<file path="config.mk">
export PLATFORM = sky130hd
export DESIGN_NAME = if_id_queue
export DESIGN_NICKNAME = d
export VERILOG_FILES = /design/src/rtl/if_id_queue_pkg.sv /design/src/rtl/ifq_storage.sv /design/src/rtl/if_id_queue.sv
export SDC_FILE = /design/constraint.sdc
export NUM_CORES = 1
export LEC_CHECK = 0
export ABC_CLOCK_PERIOD_IN_PS = 10200
export CORE_MARGIN = 2
export CORE_UTILIZATION = 25
export DETAILED_ROUTE_END_ITERATION = 7
export PLACE_DENSITY = 0.45
export SLEW_MARGIN = 10
export SYNTH_ARGS = -nofsm -noshare
export SYNTH_HDL_FRONTEND = slang
export SYNTH_SLANG_ARGS = --single-unit
export TNS_END_PERCENT = 1
</file>
<file path="constraint.sdc">
create_clock -name clk -period 10.2 [get_ports clk]
set_input_delay 3.06 -clock clk [delete_from_list [all_inputs] [get_ports clk]]
set_output_delay 3.06 -clock clk [all_outputs]
set_load 0.1 [all_outputs]
</file>
<file path="src/rtl/if_id_queue_pkg.sv">
// rtl/if_id_queue_pkg.sv - shared types and constants for the fetch-to-decode queue
// Contents:
//   VEC_W         width of the fetch-side exception vector
//   IFQ_NOP_WORD  instruction word shown at the head while the queue is empty
//   ifq_entry_t   one queue entry {inst, pc, pc_4, vector}, 101 bits
//   ENTRY_W       packed width of ifq_entry_t
//   ifq_idle_entry() head value presented while empty (NOP word, all else 0)
package if_id_queue_pkg;

    localparam int          VEC_W        = 5;
    localparam logic [31:0] IFQ_NOP_WORD = 32'h0000_0000;

    typedef struct packed {
        logic [31:0]      inst;
        logic [31:0]      pc;
        logic [31:0]      pc_4;
        logic [VEC_W-1:0] vector;
    } ifq_entry_t;

    localparam int ENTRY_W = $bits(ifq_entry_t);

    function automatic ifq_entry_t ifq_idle_entry(input logic [31:0] nop_word);
        ifq_entry_t e;
        e      = '0;
        e.inst = nop_word;
        return e;
    endfunction

endpackage

</file>
<file path="src/rtl/ifq_storage.sv">
// rtl/ifq_storage.sv - DEPTH x ENTRY_W register array, one write port, one async read port
// Ports:
//   i_clk     clock, rising edge
//   i_we      write enable
//   i_waddr   write address (PTR_W bits)
//   i_wdata   entry to write
//   i_raddr   read address (PTR_W bits)
//   o_rdata   entry at i_raddr, combinational
// Contents are not reset; the owner masks reads while the queue is empty.
module ifq_storage
    import if_id_queue_pkg::*;
#(
    parameter int DEPTH = 2,
    parameter int PTR_W = 1
) (
    input  logic             i_clk,
    input  logic             i_we,
    input  logic [PTR_W-1:0] i_waddr,
    input  ifq_entry_t       i_wdata,
    input  logic [PTR_W-1:0] i_raddr,
    output ifq_entry_t       o_rdata
);

    ifq_entry_t r_mem [DEPTH];

    always_ff @(posedge i_clk) begin
        if (i_we) begin
            r_mem[i_waddr] <= i_wdata;
        end
    end

    assign o_rdata = r_mem[i_raddr];

endmodule

</file>
<file path="src/rtl/if_id_queue.sv">
// rtl/if_id_queue.sv - instruction fetch queue between fetch and decode
// Optional feature macro: IFQ_BYPASS_EN (empty-queue fall-through to the head outputs)
// Ports:
//   clk        clock, rising edge
//   reset      asynchronous active-high reset
//   if_valid   fetch offers an entry
//   if_ready   queue can accept an entry (drives fetch pc_write)
//   pc_if      PC of fetched word
//   pc_4_if    PC+4 of fetched word
//   inst_if    fetched instruction word
//   vector_if  fetch-side exception vector, 0 = none
//   id_valid   head entry valid
//   id_ready   decode consumes the head entry
//   inst_id    head instruction, NOP_WORD when empty
//   pc_id      head PC, 0 when empty
//   pc_4_id    head PC+4, 0 when empty
//   vector_id  head vector, 0 when empty
//   flush      redirect: drop every queued entry at the next edge
//   count      occupancy, 0..DEPTH
module if_id_queue
    import if_id_queue_pkg::*;
#(
    parameter int          DEPTH    = 2,
    parameter int          PTR_W    = 1,
    parameter logic [31:0] NOP_WORD = IFQ_NOP_WORD
) (
    input  logic             clk,
    input  logic             reset,
    input  logic             if_valid,
    output logic             if_ready,
    input  logic [31:0]      pc_if,
    input  logic [31:0]      pc_4_if,
    input  logic [31:0]      inst_if,
    input  logic [VEC_W-1:0] vector_if,
    output logic             id_valid,
    input  logic             id_ready,
    output logic [31:0]      inst_id,
    output logic [31:0]      pc_id,
    output logic [31:0]      pc_4_id,
    output logic [VEC_W-1:0] vector_id,
    input  logic             flush,
    output logic [PTR_W:0]   count
);

    localparam logic [PTR_W:0] FULL_CNT = (PTR_W+1)'(DEPTH);

    logic [PTR_W-1:0] r_wr_ptr;
    logic [PTR_W-1:0] r_rd_ptr;
    logic [PTR_W:0]   r_count;

    logic       w_full;
    logic       w_empty;
    logic       w_bypass;
    logic       w_push;
    logic       w_pop;
    ifq_entry_t w_wr_entry;
    ifq_entry_t w_rd_entry;
    ifq_entry_t w_head;

    assign w_full  = (r_count == FULL_CNT);
    assign w_empty = (r_count == '0);

    assign w_wr_entry.inst   = inst_if;
    assign w_wr_entry.pc     = pc_if;
    assign w_wr_entry.pc_4   = pc_4_if;
    assign w_wr_entry.vector = vector_if;

`ifdef IFQ_BYPASS_EN
    // An incoming entry on an empty queue is shown at the head in the same
    // cycle. If decode takes it right away it never touches storage.
    assign w_bypass = w_empty & if_valid & ~flush;
`else
    assign w_bypass = 1'b0;
`endif

    // if_ready looks only at registered occupancy so decode stalls never
    // reach fetch combinationally.
    assign if_ready = ~w_full;

    assign w_push = if_valid & ~w_full & ~flush & ~(w_bypass & id_ready);
    assign w_pop  = ~w_empty & id_ready & ~flush;

    always_ff @(posedge clk or posedge reset) begin
        if (reset) begin
            r_wr_ptr <= '0;
            r_rd_ptr <= '0;
            r_count  <= '0;
        end else if (flush) begin
            r_wr_ptr <= '0;
            r_rd_ptr <= '0;
            r_count  <= '0;
        end else begin
            // pointers wrap through natural PTR_W overflow (DEPTH is 2**PTR_W)
            if (w_push) begin
                r_wr_ptr <= r_wr_ptr + PTR_W'(1);
            end
            if (w_pop) begin
                r_rd_ptr <= r_rd_ptr + PTR_W'(1);
            end
            case ({w_push, w_pop})
                2'b10:   r_count <= r_count + (PTR_W+1)'(1);
                2'b01:   r_count <= r_count - (PTR_W+1)'(1);
                default: r_count <= r_count;
            endcase
        end
    end

    ifq_storage #(
        .DEPTH (DEPTH),
        .PTR_W (PTR_W)
    ) u_storage (
        .i_clk   (clk),
        .i_we    (w_push),
        .i_waddr (r_wr_ptr),
        .i_wdata (w_wr_entry),
        .i_raddr (r_rd_ptr),
        .o_rdata (w_rd_entry)
    );

    always_comb begin
        w_head = ifq_idle_entry(NOP_WORD);
        if (w_bypass) begin
            w_head = w_wr_entry;
        end else if (!w_empty) begin
            w_head = w_rd_entry;
        end
    end

    assign id_valid  = ~w_empty | w_bypass;
    assign inst_id   = w_head.inst;
    assign pc_id     = w_head.pc;
    assign pc_4_id   = w_head.pc_4;
    assign vector_id = w_head.vector;
    assign count     = r_count;

`ifndef SYNTHESIS
    a_no_push_full: assert property (@(posedge clk) disable iff (reset) !(w_push && w_full));
    a_no_pop_empty: assert property (@(posedge clk) disable iff (reset) !(w_pop && w_empty));
`endif

endmodule

</file>
Word-level counts from Yosys, hierarchy flattened
Memories as Yosys holds them, arrays and structs flattened.
Index checks and enable logic that the tools add are counted.
- flip-flop bits (word level): 4
- memories kept: 1
- output and inout bits: 105
- bits in latches: 0
- bits in read-only memories: 0
- RAM bits: 202
- word-level logic and storage cells: 31
- input port bits: 106
- memory list (name ; depth ; width ; read ports ; clocked after memory_dff ; wr ports ; line ; text):
    u_storage.r_mem ; 2 ; 101 ; 1 ; 0 ; 1 ; ifq_storage.sv:24 ; ifq_entry_t r_mem [DEPTH];
- bitwise operators: 7
- reductions and logical operators: 4
- div/mod/pow operators: 0
- muxes and demuxes: 9
- multipliers: 0
- add/sub/neg operators: 4
- shifts and indexed selects: 0
- eq/ne operators: 3
- $lt $le $gt $ge: 0
- operator list (kind ; count):
    $mux 101 ; 1
    $mux 1 ; 6
    $and 1x1->1 ; 4
    $eq 2x2->1 const B ; 2
    $pmux 2 s2 ; 1
    $reduce_bool 2->1 ; 2
    $not 1->1 ; 3
    $reduce_bool 3->1 ; 1
    $add 1x1->1 const B ; 2
    $add 2x1->2 const B ; 1
    $eq 2x1->1 const B ; 1
    $logic_not 2->1 ; 1
    $mux 2 ; 1
    $sub 2x1->2 const B ; 1

Depth between registers and ports, before layout
Gate-level depths: netlist (run 1).
- depth after elaboration: 7
- mapped depth: 5
- gate-level depth less buffers: 4

Modules after synthesis
From an unflattened synthesis (run 1), not the netlist that was laid out.
- cells, all modules: 453
- area, all modules: 8715.9 um2
- modules (own cells, without submodules) (module ; area an instance (um2) ; seq. area each (um2) ; instances ; cells an instance):
    ifq_storage ; 7749.9 ; 6065.8 ; 1 ; 316
    if_id_queue ; 965.9 ; 100.1 ; 1 ; 137

Least setup slack after synthesis (run 1)
Ideal clock, no wire load.
- kind: input -> register
- start: in if_valid
- end: mem u_storage.r_mem[1][0] in the netlist's numbering (enable)
- buffers on the path: 0
- arrival: 10481 ps
- library setup time: 707 ps
- stages: 2
- path slack: -989 ps
- required time: 9493 ps
- path through: nand2_1 > nor3b_1
- cells in the longest elaborated chain, start to end: 4
- ends and longest elaborated chain (what ; line ; text):
    start: declaration ; if_id_queue.sv:29 ; input logic if_valid,
    $and 1x1->1 (2 in series) ; if_id_queue.sv:80 ; assign w_push = if_valid & ~w_full & ~flush & ~(w_bypass & id_ready);
    $mux 1 ; ifq_storage.sv:27 ; if (i_we) begin
    $mux 1 (not written as such) ; ifq_storage.sv:28 ; r_mem[i_waddr] <= i_wdata;
    end: declaration ; ifq_storage.sv:24 ;
Every way passes these cells.

Worst setup path after layout (run 1)
- start: reg r_count[0], in the netlist count[0]
- end: out inst_id[22]
- cells in the longest elaborated chain, start to end: 2
- ends and longest elaborated chain (what ; line ; text):
    start: declaration ; if_id_queue.sv:49 ; logic [PTR_W:0] r_count;
    start signal: assignment ; if_id_queue.sv:101 ; 2'b10: r_count <= r_count + (PTR_W+1)'(1);
    start signal: assignment ; if_id_queue.sv:102 ; 2'b01: r_count <= r_count - (PTR_W+1)'(1);
    start signal: assignment ; if_id_queue.sv:103 ; default: r_count <= r_count;
    $logic_not 2->1 ; if_id_queue.sv:61 ; assign w_empty = (r_count == '0);
    $mux 101 ; if_id_queue.sv:124 ; end else if (!w_empty) begin
    end: declaration ; if_id_queue.sv:37 ; output logic [31:0] inst_id,
Every way passes these cells.

==> impl_metrics.env, run 1 <==
export IMPL_use_met3=0.02988
export IMPL_peakVddDrop_v=0.00009432
export IMPL_grt_pass1_wl_mm=27.59
export IMPL_cts_root_buf="clkbuf_16"
export IMPL_grt_total_usage=0.1058
export IMPL_critical_path_arrival_ns=3.73
export IMPL_synthArstFlopShare=0.01942
export IMPL_final_util=0.3531
export IMPL_antenna_found_initial=0
export IMPL_netlist_top_cells_area="edfxtp_1 77%, mux2i_1 13%, nor2_1 4.9%"
export IMPL_crit_fanout=59
export IMPL_vias_per_cell=4.129
export IMPL_maxCapViolCount=0
export IMPL_finalPower_uw=2206
export IMPL_top_usage_layer="met2"
export IMPL_synth_common_cells="202 x edfxtp_1, 103 x nor2_1, 102 x mux2i_1"
export IMPL_yosys_cell_types_count=24
export IMPL_yosysSeqAreaShare=0.7795
export IMPL_timing_setup_tns_ns=0
export IMPL_ys_ff_latch=206
export IMPL_slew_violations=0
export IMPL_place_ws_ns=3.842
export IMPL_die_area_sq_um=33080
export IMPL_grt_pass1_vias=4932
export IMPL_hold_slack_ns=0.5994
export IMPL_start_util=0.2520
export IMPL_grt_use_met1=0.1365
export IMPL_seq_area_sq_um=6170
export IMPL_core_sq_um=31390
export IMPL_clock_sinks=206
export IMPL_end_kind="output port"
export IMPL_rows=65
export IMPL_finalWirelength_mm=17.86
export IMPL_antennaDiodeCount=0
export IMPL_yosysTopAreaCell="edfxtp_1"
export IMPL_drt_iter0_markers=184
export IMPL_fin_nets=781
export IMPL_synth_top_area_frac=0.7668
export IMPL_dr_pass1_iters=4
export IMPL_io_pins=211
export IMPL_yosysWarnings=0
export IMPL_layout_min_cycle_time_ns=6.789
export IMPL_fin_crit_sh=0.6656
export IMPL_maxSlewHeadroom=0.3007
export IMPL_cts_resized=0
export IMPL_clk_pin_slew_ns=0.05
export IMPL_status="finished clean"
export IMPL_synth_most_common_cell="edfxtp_1"
export IMPL_start_kind="register"
export IMPL_overflow=0
export IMPL_netlist_instances=455
export IMPL_syn_to_final_growth_pct=40.13
export IMPL_cts_setup_buffers=0
export IMPL_layout_setup_ws_ns=3.411
export IMPL_grt_util_met2=0.1753
export IMPL_syn_nets=561
export IMPL_chipWidth_um=181.9
export IMPL_hold_path_class="register to register"
export IMPL_dr_total_vias=4521
export IMPL_postCtsHoldBufs=0
export IMPL_ys_flop_type="edfxtp_1"
export IMPL_fill_cells=3001
export IMPL_crit_type="register to output port"
export IMPL_leakage_uw=0.003586
export IMPL_hpwl_mm=11.38
export IMPL_drc=0
export IMPL_clock_latency_ns=0.50
export IMPL_setup_viol=0
export IMPL_power_density_nw_per_um2=199.0
export IMPL_cts_buffers=24
export IMPL_clock_skew_ns=0.006116
export IMPL_htreeDepth=1
export IMPL_syn_avg_cell_area_sq_um=17.38
export IMPL_globalplace_congestion=0.6675
export IMPL_ant_nets=0
export IMPL_rsz0062_at_grt="false"
export IMPL_required_ns=7.14
export IMPL_cts_tree="built"
export IMPL_die_y_um=181.9
export IMPL_wl_per_cell_um=16.31
export IMPL_hold_viol=0
export IMPL_synth_edf_count=202
export IMPL_syn_area_sq_um=7910
export IMPL_multi_input_area_sq_um=1539
export IMPL_drive_above_1_share=0.06349
export IMPL_worst_pin_slew_ns=1.046
export IMPL_numPortBuffers=210
export IMPL_cts_buffer_depth=3
export IMPL_fmax_mhz=147.3
export IMPL_grt_max_degree=60
==> critical path, stage by stage (launching register included) <==
cell and delay (ns):
dfrtp_1 0.47, nor2_4 0.84, buf_4 0.65, nor2_1 0.15, clkdlybuf4s50_1 1.00
==> final timing paths <==
path | from | endpoint | cells after the start | slack [ns]
worst max-delay path | count[0]$_DFFE_PP0P_ | inst_id[22] | 4 | 3.41
worst min-delay path | r_wr_ptr$_DFFE_PP0P_ | r_wr_ptr$_DFFE_PP0P_ | 2 | 0.60
worst max register to register | count[1]$_DFFE_PP0P_ | u_storage.r_mem[1][73]$_DFFE_PP_ | 5 | 8.04
worst min register to register | r_wr_ptr$_DFFE_PP0P_ | r_wr_ptr$_DFFE_PP0P_ | 2 | 0.60
max in group asynchronous | reset | r_rd_ptr$_DFFE_PP0P_ | 2 | 7.24
min in group asynchronous | reset | r_rd_ptr$_DFFE_PP0P_ | 2 | 2.77
==> cell families after synthesis <==
| family | count (synthesis) | synth area share |
|---|---|---|
| compound gates | 8 | 0.006169 |
| xor+xnor | 1 | 0.001107 |
| buf+inv | 27 | 0.02895 |
| flops | 206 | 0.7795 |
| mux | 102 | 0.1291 |
| simple gates | 111 | 0.05520 |
==> flip-flops by register name, indices dropped and copies added (netlist names) <==
register,cells
u_storage.r_mem,202
count,2
r_rd_ptr,1
r_wr_ptr,1
==> where the power goes <==
part / internal (uW) / leakage [uW] / total, uW / switching, uW
Sequential: 965 / 0.00191 / 974 / 9.15
Combinational: 126 / 0.00133 / 471 / 345
Clock: 445 / 0.000347 / 761 / 315
==> layer usage <==
metal  part of all wire  vias to the layer above
li1                   -                     2128
met1               0.44                     2223
met2               0.47                      144
met3              0.069                       26
met4              0.018                        0
met5                  0                        -
==> layout by cell type, fill, tap and decap left out, types with 2 or more instances in the layout <==
cell type / n
clkdlybuf4s50_1: 210
clkbuf_1: 7
dfrtp_1: 3
buf_4: 7
o21ai_0: 2
clkinv_2: 5
clkinv_1: 7
inv_1: 3
clkbuf_16: 25
mux2i_1: 102
edfxtp_1: 202
a21oi_1: 3
nor2_1: 102
==> through the flow <==
step / area [sq um] / instances
after floorplan: 7915 / 455
after global placement: 10380 / 1051
after detailed placement: 10380 / 1051
after CTS: 11080 / 1095
after global routing: 11080 / 1095
final: 11080 / 1095
==> cell type report <==
| type | instances | area share |
|---|---|---|
| multi-input cells | 222 | 0.1388 |
| clock buffers | 32 | 0.05881 |
| flip-flops and latches | 206 | 0.5566 |
| repair buffers | 217 | 0.1944 |
| inverters | 4 | 0.001355 |
| clock inverters | 12 | 0.004628 |
| well taps | 402 | 0.04538 |
No activity file was read; power rests on OpenSTA's default activity.
==> inputs of run 2 (changes only) <==
Settings changed: ABC_CLOCK_PERIOD_IN_PS 10200 to 5670, PLACE_DENSITY 0.45 to 0.46.
Clock period 10.2 ns to 5.67 ns, I/O delays scaled along.
==> impl_metrics.env, run 2 (synthesis gave the netlist of run 1 again) <==
export IMPL_status="finished clean"
export IMPL_fin_nets=781
export IMPL_worst_pin_slew_ns=1.008
export IMPL_clock_sinks=206
export IMPL_largest_register_ffs=202
export IMPL_layout_min_cycle_time_ns=4.915
export IMPL_grt_pass1_wl_mm=28.81
export IMPL_grt_total_usage=0.1110
export IMPL_dr_total_vias=4526
export IMPL_grt_pass1_vias=5121
export IMPL_cts_root_buf="clkbuf_16"
export IMPL_io_pins=211
export IMPL_final_util=0.3521
export IMPL_cts_setup_buffers=0
export IMPL_dr_pass1_iters=4
export IMPL_final_cell_mix="202 x edfxtp_1, 162 x clkdlybuf4s50_1, 102 x nor2_1, 102 x mux2i_1, 52 x buf_4"
export IMPL_r2r_setup_slack_ns=3.61
export IMPL_fill_cells=3063
export IMPL_top_register="u_storage.r_mem"
export IMPL_hold_viol=0
export IMPL_die_y_um=181.9
export IMPL_r2r_start="count[1]$_DFFE_PP0P_"
export IMPL_clock_latency_ns=0.50
export IMPL_finalWirelength_mm=18.27
export IMPL_leakage_uw=0.003696
export IMPL_clk_pin_slew_ns=0.05
export IMPL_hold_slack_ns=0.6308
export IMPL_drive_above_1_share=0.1346
export IMPL_antenna_found_initial=0
export IMPL_path_cells="buf_12 -> mux2i_1 -> nor2_1 -> clkdlybuf4s50_1"
export IMPL_cts_buffer_depth=3
export IMPL_clock_skew_ns=0.004189
export IMPL_cts_resized=0
export IMPL_crit_type="register to output port"
export IMPL_rsz0062_at_grt="false"
export IMPL_cts_tree="built"
export IMPL_ant_nets=0
export IMPL_fmax_mhz=203.5
export IMPL_critical_path_arrival_ns=3.21
export IMPL_vias_per_cell=4.141
export IMPL_crit_fanout=34
export IMPL_hpwl_mm=11.46
export IMPL_die_area_sq_um=33080
export IMPL_drc=0
export IMPL_maxSlewHeadroom=0.3258
export IMPL_peakVddDrop_v=0.0001698
export IMPL_r2r_cells=5
export IMPL_postCtsHoldBufs=0
export IMPL_syn_to_final_growth_pct=39.72
export IMPL_rows=65
export IMPL_rr_endpoint="u_storage.r_mem[1][17]$_DFFE_PP_"
export IMPL_slew_violations=0
export IMPL_cts_buffers=24
export IMPL_crit_slowest_cell="clkdlybuf4s50_1"
export IMPL_holdCritStartpoint="r_wr_ptr$_DFFE_PP0P_"
export IMPL_antennaDiodeCount=0
export IMPL_start_util=0.2520
export IMPL_htreeDepth=1
export IMPL_grt_max_degree=102
export IMPL_start_kind="register"
export IMPL_overflow=0
export IMPL_max_stage_delay_ns=1.19
export IMPL_end_kind="output port"
export IMPL_fin_crit_sh=0.8669
export IMPL_hold_end="r_wr_ptr$_DFFE_PP0P_"
export IMPL_core_sq_um=31390
export IMPL_wl_per_cell_um=16.72
export IMPL_hold_path_class="register to register"
export IMPL_chipWidth_um=181.9
export IMPL_crit_buf_inv=2
export IMPL_globalplace_congestion=0.7223
export IMPL_maxCapViolCount=0
export IMPL_setup_viol=0
export IMPL_crit_family="buffers and inverters"
export IMPL_numPortBuffers=210
export IMPL_required_ns=3.97
export IMPL_drt_iter0_markers=184
export IMPL_hold_depth=2
export IMPL_mostFrequentLayoutCell="edfxtp_1"
export IMPL_power_density_nw_per_um2=368.2
-- run 2: stage by stage --
step	setup TNS (ns)	instance area, sq um	total power (uW)	setup WS, ns	std cells
2_1_floorplan	-56.77	7926	2409	-0.5621	455
3_3_place_gp	0	10300	2631	1.295	1051
3_5_place_dp	0	10300	2639	1.271	1051
4_1_cts	0	11050	4136	0.7125	1093
5_1_grt	0	11050	4238	0.6297	1093
6_report	0	11050	4070	0.7549	1093
-- run 2: metal layers --
layer / vias to the layer above / track usage / part of all wire
met1: 2237 / 0.1340 / 0.41
met4: 0 / 0.02742 / 0.017
met5: - / 0 / 0
met2: 139 / 0.1946 / 0.50
met3: 25 / 0.03289 / 0.070
li1: 2125 / - / -
-- run 2: worst max-delay path by stage --
stage	from	endpoint	depth (start not counted)
after floorplan	if_valid	u_storage.r_mem[0][0]$_DFFE_PP_	2
after global placement	r_rd_ptr$_DFFE_PP0P_	pc_4_id[23]	4
after detailed placement	r_rd_ptr$_DFFE_PP0P_	pc_4_id[18]	4
after CTS	r_rd_ptr$_DFFE_PP0P_	pc_4_id[18]	4
after global routing	r_rd_ptr$_DFFE_PP0P_	pc_4_id[21]	4
final	r_rd_ptr$_DFFE_PP0P_	pc_4_id[18]	4
-- run 2: layout make-up --
class	count	area [sq um]	share of cell area
clock buffers	32	651.9	0.05898
clock inverters	10	95.09	0.008604
inverters	4	15.01	0.001359
multi-input cells	222	1545	0.1398
flip-flops and latches	206	6170	0.5583
well taps	402	503.0	0.04551
repair buffers	217	2072	0.1875
-- run 2: report_power, final --
group / switching (uW) / total (uW) / internal [uW]
clock network: 583 / 1470 / 891
registers: 24.6 / 1760 / 1740
logic: 614 / 835 / 221
-- run 2: worst min-delay path, cell delays in order, from the launching register on --
cell and delay (ns):
dfrtp_1 0.42, o21ai_0 0.10, a21oi_1 0.07
